### src/rtl/regfile_pkg.sv
// Shared register-file types and sizing helpers for decode, register and writeback stages.
package regfile_pkg;

  localparam int REG_WIDTH = 32;
  localparam int REG_DEPTH = 32;

  typedef enum logic {
    CLEAR = 1'b0,
    READY = 1'b1
  } state_e;

  // Source of a read port's registered result
  typedef enum logic [1:0] {
    SEL_MEM  = 2'd0,
    SEL_ZERO = 2'd1,
    SEL_BYP  = 2'd2
  } rd_sel_e;

  function automatic int addr_w(input int depth);
    return $clog2(depth);
  endfunction

endpackage

### src/rtl/regfile_bank.sv
// Plain storage array: one synchronous write port, two registered read ports with a shared hold enable.
module regfile_bank
  import regfile_pkg::*;
#(
  parameter int WIDTH  = REG_WIDTH,
  parameter int DEPTH  = REG_DEPTH,
  parameter int ADDR_W = addr_w(DEPTH)
) (
  input  logic              clk,
  input  logic              i_wr_en,
  input  logic [ADDR_W-1:0] i_wr_addr,
  input  logic [WIDTH-1:0]  i_wr_data,
  input  logic              i_rd_en,
  input  logic [ADDR_W-1:0] i_rd_a_addr,
  input  logic [ADDR_W-1:0] i_rd_b_addr,
  output logic [WIDTH-1:0]  o_rd_a_data,
  output logic [WIDTH-1:0]  o_rd_b_data
);

  logic [WIDTH-1:0] r_mem [DEPTH];
  logic [WIDTH-1:0] r_rd_a;
  logic [WIDTH-1:0] r_rd_b;

  // No reset on the array or read registers so the storage maps onto RAM primitives
  always_ff @(posedge clk) begin
    if (i_wr_en) r_mem[i_wr_addr] <= i_wr_data;
    if (i_rd_en) begin
      r_rd_a <= r_mem[i_rd_a_addr];
      r_rd_b <= r_mem[i_rd_b_addr];
    end
  end

  assign o_rd_a_data = r_rd_a;
  assign o_rd_b_data = r_rd_b;

endmodule

### src/rtl/multiport_regfile.sv
// CPU register file: 1 write / 2 read ports, optional hardwired zero and write bypass,
// with a post-reset sweep that zeroes every entry through the write port.
module multiport_regfile
  import regfile_pkg::*;
#(
  parameter int   WIDTH    = REG_WIDTH,
  parameter int   DEPTH    = REG_DEPTH,
  parameter bit   ZERO_REG = 1'b1,
  parameter bit   BYPASS   = 1'b1,
  localparam int  ADDR_W   = addr_w(DEPTH)
) (
  input  logic              CLK,
  input  logic              RST,
  input  logic [WIDTH-1:0]  wr_data,
  input  logic [ADDR_W-1:0] wr_addr,
  input  logic              wr_en,
  input  logic              rd_en,
  input  logic [ADDR_W-1:0] rd_a_addr,
  output logic [WIDTH-1:0]  rd_a_data,
  input  logic [ADDR_W-1:0] rd_b_addr,
  output logic [WIDTH-1:0]  rd_b_data,
  output logic              busy
);

  state_e            r_state;
  logic [ADDR_W-1:0] r_clr_cnt;
  logic [WIDTH-1:0]  r_byp_data;
  logic              w_busy;
  logic              w_bank_wr_en;
  logic [ADDR_W-1:0] w_bank_wr_addr;
  logic [WIDTH-1:0]  w_bank_wr_data;
  logic [ADDR_W-1:0] w_rd_addr [2];
  logic [WIDTH-1:0]  w_bank_q  [2];
  logic [WIDTH-1:0]  w_rd_data [2];

  assign w_busy = (r_state == CLEAR);
  assign busy   = w_busy;

  always_ff @(posedge CLK) begin
    if (RST) begin
      r_state   <= CLEAR;
      r_clr_cnt <= '0;
    end else begin
      case (r_state)
        CLEAR: begin
          if (r_clr_cnt == ADDR_W'(DEPTH - 1)) begin
            r_state   <= READY;
            r_clr_cnt <= '0;
          end else begin
            r_clr_cnt <= r_clr_cnt + 1'b1;
          end
        end
        READY:   r_state <= READY;
        default: begin
          r_state   <= CLEAR;
          r_clr_cnt <= '0;
        end
      endcase
    end
  end

  // The clear sweep owns the write port while busy; user writes are dropped then
  always_comb begin
    w_bank_wr_en   = 1'b0;
    w_bank_wr_addr = wr_addr;
    w_bank_wr_data = wr_data;
    if (RST) begin
      w_bank_wr_en = 1'b0;
    end else if (w_busy) begin
      w_bank_wr_en   = 1'b1;
      w_bank_wr_addr = r_clr_cnt;
      w_bank_wr_data = '0;
    end else if (wr_en && !(ZERO_REG && wr_addr == '0)) begin
      w_bank_wr_en = 1'b1;
    end
  end

  regfile_bank #(
    .WIDTH (WIDTH),
    .DEPTH (DEPTH),
    .ADDR_W(ADDR_W)
  ) u_bank (
    .clk        (CLK),
    .i_wr_en    (w_bank_wr_en),
    .i_wr_addr  (w_bank_wr_addr),
    .i_wr_data  (w_bank_wr_data),
    .i_rd_en    (rd_en),
    .i_rd_a_addr(rd_a_addr),
    .i_rd_b_addr(rd_b_addr),
    .o_rd_a_data(w_bank_q[0]),
    .o_rd_b_data(w_bank_q[1])
  );

  // Both ports share one captured copy of the write data for bypass hits
  always_ff @(posedge CLK) begin
    if (RST)        r_byp_data <= '0;
    else if (rd_en) r_byp_data <= wr_data;
  end

  assign w_rd_addr[0] = rd_a_addr;
  assign w_rd_addr[1] = rd_b_addr;

  genvar gi;
  generate
    for (gi = 0; gi < 2; gi++) begin : g_rd_port
      rd_sel_e          r_sel;
      rd_sel_e          w_sel_next;
      logic [WIDTH-1:0] w_out;

      always_comb begin
        w_sel_next = SEL_MEM;
        if (w_busy)
          w_sel_next = SEL_ZERO;
        else if (ZERO_REG && w_rd_addr[gi] == '0)
          w_sel_next = SEL_ZERO;
        else if (BYPASS && wr_en && wr_addr == w_rd_addr[gi])
          w_sel_next = SEL_BYP;
      end

      // Selector resets to zero so the output reads 0 straight after reset
      always_ff @(posedge CLK) begin
        if (RST)        r_sel <= SEL_ZERO;
        else if (rd_en) r_sel <= w_sel_next;
      end

      always_comb begin
        w_out = '0;
        case (r_sel)
          SEL_MEM:  w_out = w_bank_q[gi];
          SEL_BYP:  w_out = r_byp_data;
          default:  w_out = '0;
        endcase
      end

      assign w_rd_data[gi] = w_out;
    end
  endgenerate

  assign rd_a_data = w_rd_data[0];
  assign rd_b_data = w_rd_data[1];

endmodule

### config.mk
export PLATFORM = sky130hd
export DESIGN_NAME = multiport_regfile
export DESIGN_NICKNAME = d
export VERILOG_FILES = /design/src/rtl/regfile_pkg.sv /design/src/rtl/regfile_bank.sv /design/src/rtl/multiport_regfile.sv
export SDC_FILE = /design/constraint.sdc
export NUM_CORES = 1
export LEC_CHECK = 0
export BUFFER_PORTS_ARGS = -buffer_cell sky130_fd_sc_hd__buf_2
export CORE_ASPECT_RATIO = 1.4
export CORE_MARGIN = 4
export CORE_UTILIZATION = 50
export CTS_CLUSTER_DIAMETER = 40
export DETAILED_ROUTE_END_ITERATION = 8
export GPL_TIMING_DRIVEN = 1
export HOLD_SLACK_MARGIN = 0.03
export PLACE_DENSITY = 0.71
export SETUP_SLACK_MARGIN = 0.02
export SYNTH_ARGS = -nofsm -noshare
export SYNTH_HDL_FRONTEND = slang
export SYNTH_SLANG_ARGS = --single-unit
export TNS_END_PERCENT = 100
### constraint.sdc
create_clock -name CLK -period 3.5 [get_ports CLK]
set_input_delay 0.35 -clock CLK [delete_from_list [all_inputs] [get_ports CLK]]
set_output_delay 0.35 -clock CLK [all_outputs]
set_load 0.02 [all_outputs]
==> run metrics <==
number of synthesized flops with an enable pin 1088; synthesized area per cell 14.1 um2; H-tree depth 3; most frequent cell after synthesis mux2i_1; wire length on met1 59900 um; largest cells by area after synthesis edfxtp_1, mux2i_1, a22oi_1, a22o_1, a21oi_1; die extent in x ~290 um; Post-Syn Area 53800 um2; GRT Overall Usage 0.282; YS warnings 0; top sig layer met5; fin. max-slew vios 0; Main synth FF type edfxtp_1; Num CTS Buffers roughly 120; status completed; Chip Height a little under 400 um; Root Driver clkbuf_16; register area share after synthesis 0.623; Final Util 0.573; Period minus WS final between 2 and 3 ns; total grt overflow 0; Core Box Area between 100000 and 150000 um2; die area 113000 um2; XOR/XNOR Fraction of Synth Area 0.00163; critical path cell sequence buf_4 > mux2i_1 > nor2_1 > buf_2; critical path's top delay family flip-flops; Detail Placement HPWL 101000 um; share of layout cells above drive strength 1 0.139; top-level port count about 120; leak pwr about 23 nW; met2 WL between 80000 and 90000 um; critical path class reg2out; post-synthesis mux area share 0.210; First-pass DRT Iterations 7; Final Power roughly 0.031 W; adder-cell area share of the yosys netlist 0.000465; DRT Wirelength around 160000 um; CP max FO 25; Unique masters post-synth 45; #FFs+latches synth about 1100; CP Capture Type primary output; required time of the worst setup path between 3 and 4 ns; final clock skew roughly 0.025 ns; initial antenna violation count 6; Async SR Flop Fraction 0; # clock sinks 1130; largest net degree at the start of global routing around 70; Core Rows roughly 140; crit share post-route 0.805; Post-Syn Instances approximately 3800; Hold WC Path Type in2reg; Post-Syn Nets about 3900; Port Buffers 115; Critical path buffers and inverters 2; area of the multi-input gates roughly 19000 um2; post-CTS setup buffers 0; Max Clock Freq roughly 350 MHz; area leader, netlist edfxtp_1; main combinational cell family by area after synthesis multiplexers; Cell Pwr Density roughly 510 nW/um2; final setup vio count 0; Synth-to-Final Area Change 13.9%; CP max stage delay 0.81 ns; Post-Synth Simple-Gate Area 0.0561; pre-CTS setup slack 0.694 ns; Worst Tran Pin Value 1.33 ns; DRC Markers 0; endpoints failing hold 0; Sum Neg Setup Slack 0 ns; Slew HR 0.111; CTS Buffer Depth 3; filler-free cell count of the finished design between 5000 and 6000; Compound-Gate Fraction of Synth Area 0.0758; placed instance count between 5000 and 6000; initial cell density of the core 0.503; RSZ-0062 raised after global routing no; number of global-route vias before repair about 36000; final setup margin between 0.6 and 0.7 ns; DR vias between 30000 and 40000; critical path arrival ~2.5 ns; startpoint types register; drt wl/cell 29.5 um; fill cell count 8347; first-pass GRT wire length about 230000 um; vias per inst 6.41; Post-DRT Antenna Nets 0; CTS tree done; Reg clk slew, reported paths roughly 0.06 ns; top cell type's share of synthesized area 0.608; list of most frequent post-synthesis cells mux2i_1, edfxtp_1, nand2_1; nets slightly above 4000; 1st-iter DRT viols roughly 3800; maximum vdd drop ~430 uV; RePlAce Congestion around 0.90; MaxCap Viol Count 0; Worst path slowest cell dfxtp_4; sequential cell area about 34000 um2; met3 WL post-DR 13700 um; clk_lat worst skew around 0.73 ns
-- worst register-to-register path: stages (launching register included) --
cell and delay, ns:
dfxtp_1 0.43, or2_2 0.28, buf_4 0.23, nor2_1 0.07, a22oi_2 0.89, nor2_4 0.32
buf_12 0.29
-- flip-flops by register name, summed over array words and instances, names as in the netlist --
| name | flops |
|---|---|
| g_rd_port.r_sel | 4 |
| r_byp_data | 32 |
| r_clr_cnt | 5 |
| r_state | 1 |
| u_bank.o_rd_a_data | 32 |
| u_bank.o_rd_b_data | 32 |
| u_bank.r_mem | 1024 |
-- layout by cell type, fill, tap and decap left out, types with 3 or more instances in the layout --
master and n:
a31oi_1 65, buf_2 112, dlygate4sd3_1 33, a21oi_1 198
a22o_1 128, xor2_1 8, nand2_1 203, nand2b_2 4
a22oi_1 192, and2_1 32, inv_6 9, or2_2 5
nand4_1 3, buf_12 44, clkinv_2 15, nand3b_1 3
clkbuf_16 117, dfxtp_2 3, mux2i_1 1123, clkinvlp_4 7
clkinv_1 17, diode_2 4, o21ai_0 6, nor3_1 66
nand2b_1 7, dfxtp_1 38, nor2_1 104, inv_8 4
edfxtp_1 1088, nor2_4 34, buf_4 164, nor2b_4 3
clkinv_4 10, nand3_1 194, bufinv_16 22, clkbuf_1 14
-- metal layers --
layer | GRT usage | vias up
met2 | 0.481 | 1988
met4 | 0.160 | 4
li1 | - | 15300
met3 | 0.0443 | 438
met5 | 0 | -
met1 | 0.342 | 17900
-- final timing paths --
| kind | to | start | depth (start not counted) | slack [ns] |
|---|---|---|---|---|
| setup / recovery | rd_a_data[1] | g_rd_port[0].r_sel[1]$_SDFFE_PP0P_ | 4 | 0.68 |
| hold / removal | r_clr_cnt[4]$_SDFFE_PP0N_ | RST | 3 | 0.11 |
| setup reg to reg | u_bank.r_mem[22][5]$_DFFE_PP_ | r_state$_SDFF_PP0_ | 6 | 0.71 |
| hold reg to reg | r_byp_data[0]$_SDFFE_PP0P_ | r_byp_data[0]$_SDFFE_PP0P_ | 2 | 0.53 |
-- final cells by class --
class,count,share of cell area
Antenna cell,4,0.000163
Clock buffer,133,0.0491
Clock inverter,85,0.0177
Inverter,1,0.0000613
Multi-Input combinational cell,2403,0.307
Sequential cell,1130,0.547
Tap cell,1440,0.0294
Timing Repair Buffer,356,0.0497
-- where the power goes --
| group | total (W) | switching (W) | internal, W |
|---|---|---|---|
| Clock | 0.0132 | 0.00535 | 0.00784 |
| Combinational | 0.00258 | 0.00166 | 0.000923 |
| Sequential | 0.0152 | 0.000124 | 0.0151 |
| Total | 0.0310 | 0.00714 | 0.0238 |
-- cells by family (layout without fill, tap and decap cells) --
family / Yosys count / in the layout
other: 0 / 4
DFF: 1130 / 1130
AOI/OAI and AO/OA: 598 / 598
xor gates and xnor gates: 10 / 10
buffers and inverters: 287 / 575
muxes: 1125 / 1125
adders and majority gates: 2 / 2
and+or+nand+nor: 668 / 668
-- timing repair --
| action | CTS | global route |
|---|---|---|
| endpoints found under the hold margin | 34 | 0 |
| gates resized for setup | 0 | 0 |
| hold buffers | 33 | 0 |
-- metrics by stage --
| stage | cell area (um2) | hold slack [ns] |
|---|---|---|
| 6_report | 61300 | 0.112 |
| 5_1_grt | 61200 | 0.132 |
| 4_1_cts | 61200 | 0.0744 |
| 3_5_place_dp | 56800 | 0.513 |
| 3_3_place_gp | 56800 | 0.497 |
| 2_1_floorplan | 53800 | 0.462 |
Note: power is estimated with default switching activity, not from simulation.
